$ cat src/rtl/rec_play_ctrl.sv
// Record/playback sequencer for a slotted SRAM audio recorder: codec init handshake,
// key-driven record/play/pause/stop control, per-slot lengths and end-of-play detection.
module rec_play_ctrl #(
  parameter int ADDR_W   = 20,
  parameter int SLOTS    = 4,
  parameter int INIT_DLY = 3,
  localparam int SW      = $clog2(SLOTS),
  localparam int LW      = ADDR_W - SW + 1
) (
  input  logic              i_clk,
  input  logic              i_rst,
  input  logic              i_key_rec,
  input  logic              i_key_play,
  input  logic              i_key_stop,
  input  logic [SW-1:0]     i_slot_sel,
  input  logic [4:0]        i_speed,
  input  logic              i_init_done,
  input  logic              i_sample_tick,
  input  logic              i_play_finish,
  output logic [2:0]        o_state,
  output logic              o_init_start,
  output logic              o_rec_en,
  output logic              o_play_en,
  output logic              o_rec_start,
  output logic              o_rec_pause,
  output logic              o_rec_stop,
  output logic              o_play_start,
  output logic              o_play_pause,
  output logic              o_play_stop,
  output logic [ADDR_W-1:0] o_base_addr,
  output logic [LW-1:0]     o_len
);

  localparam int PW = ADDR_W - SW + 4;
  localparam int DW = (INIT_DLY > 0) ? $clog2(INIT_DLY + 1) : 1;
  localparam logic [31:0] INIT_LAST = (INIT_DLY > 0) ? 32'(INIT_DLY - 1) : 32'd0;
  localparam logic [LW-1:0] LEN_MAX = {1'b1, {(LW-1){1'b0}}};

  typedef enum logic [2:0] {
    S_IDLE       = 3'd0,
    S_INIT       = 3'd1,
    S_AWAIT      = 3'd2,
    S_REC        = 3'd3,
    S_REC_PAUSE  = 3'd4,
    S_PLAY       = 3'd5,
    S_PLAY_PAUSE = 3'd6
  } state_t;

  state_t         state, state_d;
  logic           rec_q, play_q, stop_q;
  logic [DW-1:0]  dly_cnt, dly_d;
  logic [SW-1:0]  slot, slot_d;
  logic [PW-1:0]  play_cnt, play_cnt_d;
  logic [LW-1:0]  len_mem [SLOTS];

  logic           len_we;
  logic [SW-1:0]  len_waddr;
  logic [LW-1:0]  len_wdata;

  logic init_start_d, rec_start_d, rec_pause_d, rec_stop_d;
  logic play_start_d, play_pause_d, play_stop_d;

  logic           rec_edge, play_edge, stop_edge;
  logic [LW-1:0]  cur_len, sel_len, len_inc;
  logic [3:0]     spd;
  logic [PW-1:0]  cnt_next, len_ext, fast_prod, slow_prod;
  logic           play_end, rec_full, idle_done;
  logic           unused_speed_linear;

  assign unused_speed_linear = i_speed[4];

  assign rec_edge  = i_key_rec  & ~rec_q;
  assign play_edge = i_key_play & ~play_q;
  assign stop_edge = i_key_stop & ~stop_q;

  assign cur_len   = len_mem[slot];
  assign sel_len   = len_mem[i_slot_sel];
  assign len_inc   = cur_len + LW'(1);
  assign rec_full  = i_sample_tick && (len_inc == LEN_MAX);
  assign idle_done = 32'(dly_cnt) >= INIT_LAST;

  // End-of-play is judged on the count including this cycle's tick so the stop
  // pulse follows the final tick by one cycle.
  assign spd       = {1'b0, i_speed[2:0]} + 4'd1;
  assign cnt_next  = play_cnt + PW'((state == S_PLAY) && i_sample_tick);
  assign len_ext   = PW'(cur_len);
  assign fast_prod = cnt_next * PW'(spd);
  assign slow_prod = len_ext * PW'(spd);
  assign play_end  = i_speed[3] ? (fast_prod >= len_ext) : (cnt_next >= slow_prod);

  // Next-state and pulse decode; stop-like events always outrank pause/resume.
  always_comb begin
    state_d      = state;
    slot_d       = slot;
    play_cnt_d   = play_cnt;
    dly_d        = '0;
    len_we       = 1'b0;
    len_waddr    = slot;
    len_wdata    = len_inc;
    init_start_d = 1'b0;
    rec_start_d  = 1'b0;
    rec_pause_d  = 1'b0;
    rec_stop_d   = 1'b0;
    play_start_d = 1'b0;
    play_pause_d = 1'b0;
    play_stop_d  = 1'b0;

    case (state)
      S_IDLE: begin
        if (idle_done) begin
          init_start_d = 1'b1;
          state_d      = S_INIT;
        end else begin
          dly_d = dly_cnt + DW'(1);
        end
      end
      S_INIT: begin
        if (i_init_done) state_d = S_AWAIT;
      end
      S_AWAIT: begin
        if (rec_edge) begin
          slot_d      = i_slot_sel;
          len_we      = 1'b1;
          len_waddr   = i_slot_sel;
          len_wdata   = '0;
          rec_start_d = 1'b1;
          state_d     = S_REC;
        end else if (play_edge) begin
          slot_d = i_slot_sel;
          if (sel_len != '0) begin
            play_start_d = 1'b1;
            play_cnt_d   = '0;
            state_d      = S_PLAY;
          end
        end
      end
      S_REC: begin
        len_we = i_sample_tick;
        if (stop_edge || rec_full) begin
          rec_stop_d = 1'b1;
          state_d    = S_AWAIT;
        end else if (rec_edge) begin
          rec_pause_d = 1'b1;
          state_d     = S_REC_PAUSE;
        end
      end
      S_REC_PAUSE: begin
        if (stop_edge) begin
          rec_stop_d = 1'b1;
          state_d    = S_AWAIT;
        end else if (rec_edge) begin
          rec_pause_d = 1'b1;
          state_d     = S_REC;
        end
      end
      S_PLAY, S_PLAY_PAUSE: begin
        play_cnt_d = cnt_next;
        if (stop_edge || play_end || i_play_finish) begin
          play_stop_d = 1'b1;
          state_d     = S_AWAIT;
        end else if (play_edge) begin
          play_pause_d = 1'b1;
          state_d      = (state == S_PLAY) ? S_PLAY_PAUSE : S_PLAY;
        end
      end
      default: state_d = S_IDLE;
    endcase
  end

  always_ff @(posedge i_clk) begin
    if (i_rst) begin
      state        <= S_IDLE;
      rec_q        <= 1'b1;
      play_q       <= 1'b1;
      stop_q       <= 1'b1;
      dly_cnt      <= '0;
      slot         <= '0;
      play_cnt     <= '0;
      o_init_start <= 1'b0;
      o_rec_start  <= 1'b0;
      o_rec_pause  <= 1'b0;
      o_rec_stop   <= 1'b0;
      o_play_start <= 1'b0;
      o_play_pause <= 1'b0;
      o_play_stop  <= 1'b0;
      for (int i = 0; i < SLOTS; i++) len_mem[i] <= '0;
    end else begin
      state        <= state_d;
      rec_q        <= i_key_rec;
      play_q       <= i_key_play;
      stop_q       <= i_key_stop;
      dly_cnt      <= dly_d;
      slot         <= slot_d;
      play_cnt     <= play_cnt_d;
      o_init_start <= init_start_d;
      o_rec_start  <= rec_start_d;
      o_rec_pause  <= rec_pause_d;
      o_rec_stop   <= rec_stop_d;
      o_play_start <= play_start_d;
      o_play_pause <= play_pause_d;
      o_play_stop  <= play_stop_d;
      if (len_we) len_mem[len_waddr] <= len_wdata;
    end
  end

  assign o_state     = state;
  assign o_rec_en    = (state == S_REC);
  assign o_play_en   = (state == S_PLAY);
  assign o_base_addr = {slot, {(ADDR_W-SW){1'b0}}};
  assign o_len       = cur_len;

endmodule

$ cat config.mk
export PLATFORM = sky130hd
export DESIGN_NAME = rec_play_ctrl
export DESIGN_NICKNAME = d
export VERILOG_FILES = /design/src/rtl/rec_play_ctrl.sv
export SDC_FILE = /design/constraint.sdc
export NUM_CORES = 1
export LEC_CHECK = 0
export BUFFER_PORTS_ARGS = -buffer_cell sky130_fd_sc_hd__buf_2
export CAP_MARGIN = 25
export CORE_MARGIN = 8
export CORE_UTILIZATION = 50
export CTS_CLUSTER_DIAMETER = 200
export DETAILED_ROUTE_END_ITERATION = 12
export PLACE_DENSITY_LB_ADDON = 0.2
export SYNTH_ARGS = -nofsm -noshare
export SYNTH_HDL_FRONTEND = slang
export SYNTH_SLANG_ARGS = --single-unit
$ cat constraint.sdc
create_clock -name i_clk -period 7 [get_ports i_clk]
set_input_delay 0.35 -clock i_clk [delete_from_list [all_inputs] [get_ports i_clk]]
set_output_delay 0.35 -clock i_clk [all_outputs]
set_load 0.02 [all_outputs]
==> results.cfg <==
[status]
outcome = complete, no violations

[critical_path]
r2r_setup_slack_ns = 0.29
start_kind = flip-flop
crit_top_cell = inv_1
critical-path-slowest-cell = fa_1
cp_top_family = compound AO/OA/AOI/OAI gates
rr_startpoint = o_state[0]
critPathMaxStageDelay_ns = 0.53
critPathMaxFanout = 4
path_buf_inv = 3
cp.depth = 31
path_class = reg2reg
startpoint = o_state[0]
required_ns = 7.34
r2r_cells = 31
cp.arrival_ns = 7.05
end_kind = flip-flop
r2r_end = o_state[1]
critPathCapture = o_state[1]

[yosys]
ys_seq_area_share_pct = 26.3
synth_cell_types = 80
avgSynthCellArea_um2 = 8.71
synthCells = 1357
synth_edf_count = 76
synthFlopType = edfxtp_1
ys_async_sr_fraction_pct = 0
syn-cell-area_um2 = 11800
synth_warnings = 0
ys_ff_latch = 117

[floorplanning]
die_area_um2 = 28800
core_um2 = 23300
die_w_um = 170
io-pin-count = 66
rows = 56
die_y_um = 170
start_util_pct = 50.7

[hold_path]
hold_path_class = in2reg

[power]
power_leakage_nw = 6.23
peakVddDrop_mv = 0.184
p_per_area_nw_per_um2 = 177

[grt]
grt_max_degree = 44
grt_pass1_vias = 10066
grt_antenna_before_repair = 0
grt_overflow = 0
grt_pass1_wl_um = 51600
grt_util_all_layers_pct = 22.4

[placement]
preCtsSetupSlack_ns = -0.177
place_inst = 1732
place.gp.congestion = 0.879
dpl.hpwl_um = 24900
port_buffers = 46

[clocking]
cts_hold_buf = 0
cts_sinks = 117
cts_root_buf = clkbuf_16
clk_latency_ns = 0.42
cts.clk_slew.worst_paths_ns = 0.06
clk_path_buf_depth = 2
cts_buffers = 17
cts_tree = yes
htree_levels = 4

[detailed_routing]
drc = 0
drt_iter0_markers = 658
met1_length_um = 13700
highest_layer = met4
wl_met3_um = 1270
num_vias = 9904
drtPass1Iterations = 5
vias_per_cell = 5.59
wl_per_cell_um = 18.1
wirelength_um = 32100
postRouteAntennaNets = 0
wl_met2_um = 16300

[layout]
syn_to_final_growth_pct = 15.7
layout-drive-gt1-share_pct = 17.5
mostFrequentLayoutCells = nor2_1, inv_1, nand2_1
n_antenna_cell = 0
instances_no_fill = 1773
final_util_pct = 58.6
final_nets = 1621
fillCellCount = 2079
area.sequential_um2 = 3110
layout_commonest_cell = nor2_1
multiInputGateArea_um2 = 8110

[sta]
max_freq_mhz = 149
finalHoldViolCount = 0
worst_slew_pin_slew_ns = 0.955
slew_headroom_pct = 36.3
min_period_ns = 6.71
fin_skew_ns = 0.0154
slew_viol_final = 0
whs_ns = 0.124
setup_ws_ns = 0.292
setup_viol_count_final = 0
min_period_over_period_pct = 95.8

[run]
maxCapViolCount = 0
==> where the power goes <==
part           total, mW  switching [mW]  internal, mW
logic              0.761           0.473         0.288
registers          0.789          0.0204         0.769
clock network      0.869           0.369         0.500
==> through the flow <==
| stage | instance area [µm²] | power, mW | TNS [ns] |
|---|---|---|---|
| 6_report | 13700 | 2.42 | 0 |
| 5_1_grt | 13700 | 2.53 | -0.00813 |
| 4_1_cts | 13200 | 2.41 | 0 |
| 3_5_place_dp | 12600 | 1.54 | -0.506 |
| 3_3_place_gp | 12600 | 1.53 | -0.0614 |
| 2_1_floorplan | 11900 | 1.32 | 0 |
==> timing repair <==
item / in CTS / in global routing
buffers inserted: 0 / 8
pin swaps: 0 / 28
hold endpoints to repair: 0 / 0
gates resized for setup: 7 / 71
setup endpoints to repair: 4 / 5
==> state kept, by name, indices dropped and copies added (netlist names), 2 cells and up, named ones only <==
name,cells
dly_cnt,2
len_mem,76
o_state,3
play_cnt,22
slot,2
==> layer usage <==
| metal | global-route usage [%] | up-vias |
|---|---|---|
| li1 | - | 4732 |
| met1 | 27.8 | 4833 |
| met2 | 39.6 | 294 |
| met3 | 2.40 | 45 |
| met4 | 8.46 | 0 |
| met5 | 0 | - |
==> final cells by class <==
| type | count | area share (%) |
|---|---|---|
| clock buffers | 18 | 3.14 |
| flip-flops and latches | 117 | 22.7 |
| well taps | 319 | 2.92 |
| repair buffers | 123 | 6.11 |
| multi-input cells | 1008 | 59.3 |
| inverters | 174 | 4.77 |
| clock inverters | 14 | 1.02 |
==> how the worst min path moves through the flow <==
stage                    start          to  slack (ns)  depth (start not counted)
CTS                  i_key_rec       rec_q        0.11                          2
detailed placement  dly_cnt[0]  dly_cnt[0]        0.42                          1
floorplan           dly_cnt[0]  dly_cnt[0]        0.39                          1
global placement    dly_cnt[0]  dly_cnt[0]        0.40                          1
global route         i_key_rec       rec_q        0.12                          2
finish               i_key_rec       rec_q        0.12                          2
==> synthesized netlist by cell type, types with 7 or more instances <==
cell | number | area, µm²
nand4_1 | 9 | 56.3
nor4_1 | 23 | 144
a22oi_1 | 15 | 113
o21a_1 | 8 | 60.1
and2_1 | 17 | 106
nor2b_1 | 27 | 169
xor2_1 | 20 | 175
or2_2 | 11 | 68.8
and4_1 | 8 | 70.1
clkbuf_1 | 37 | 139
nor3_1 | 25 | 125
buf_4 | 18 | 135
a21o_1 | 18 | 135
nor3b_1 | 7 | 52.6
a21oi_1 | 54 | 270
mux2i_1 | 8 | 80.1
fa_1 | 71 | 1420
inv_1 | 173 | 649
nand3_1 | 29 | 145
nand2b_1 | 10 | 62.6
nor2_1 | 183 | 687
buf_2 | 10 | 50.1
xnor2_1 | 55 | 482
and3_1 | 16 | 100
ha_1 | 94 | 1180
nand2_1 | 132 | 495
dfxtp_1 | 41 | 821
or3_1 | 9 | 56.3
mux4_2 | 18 | 405
o21ai_0 | 32 | 160
a31oi_1 | 9 | 56.3
edfxtp_1 | 76 | 2280
==> cell families after synthesis <==
family | after synthesis | share of synthesized area, %
flops | 117 | 26.3
other cells | 1 | 0.0317
buf+inv | 249 | 9.00
fa+ha+maj | 165 | 22.0
mux | 28 | 4.41
compound gates | 193 | 10.8
xor+xnor | 77 | 5.89
simple gates | 527 | 21.7
Note: power is estimated with default switching activity, not from simulation.
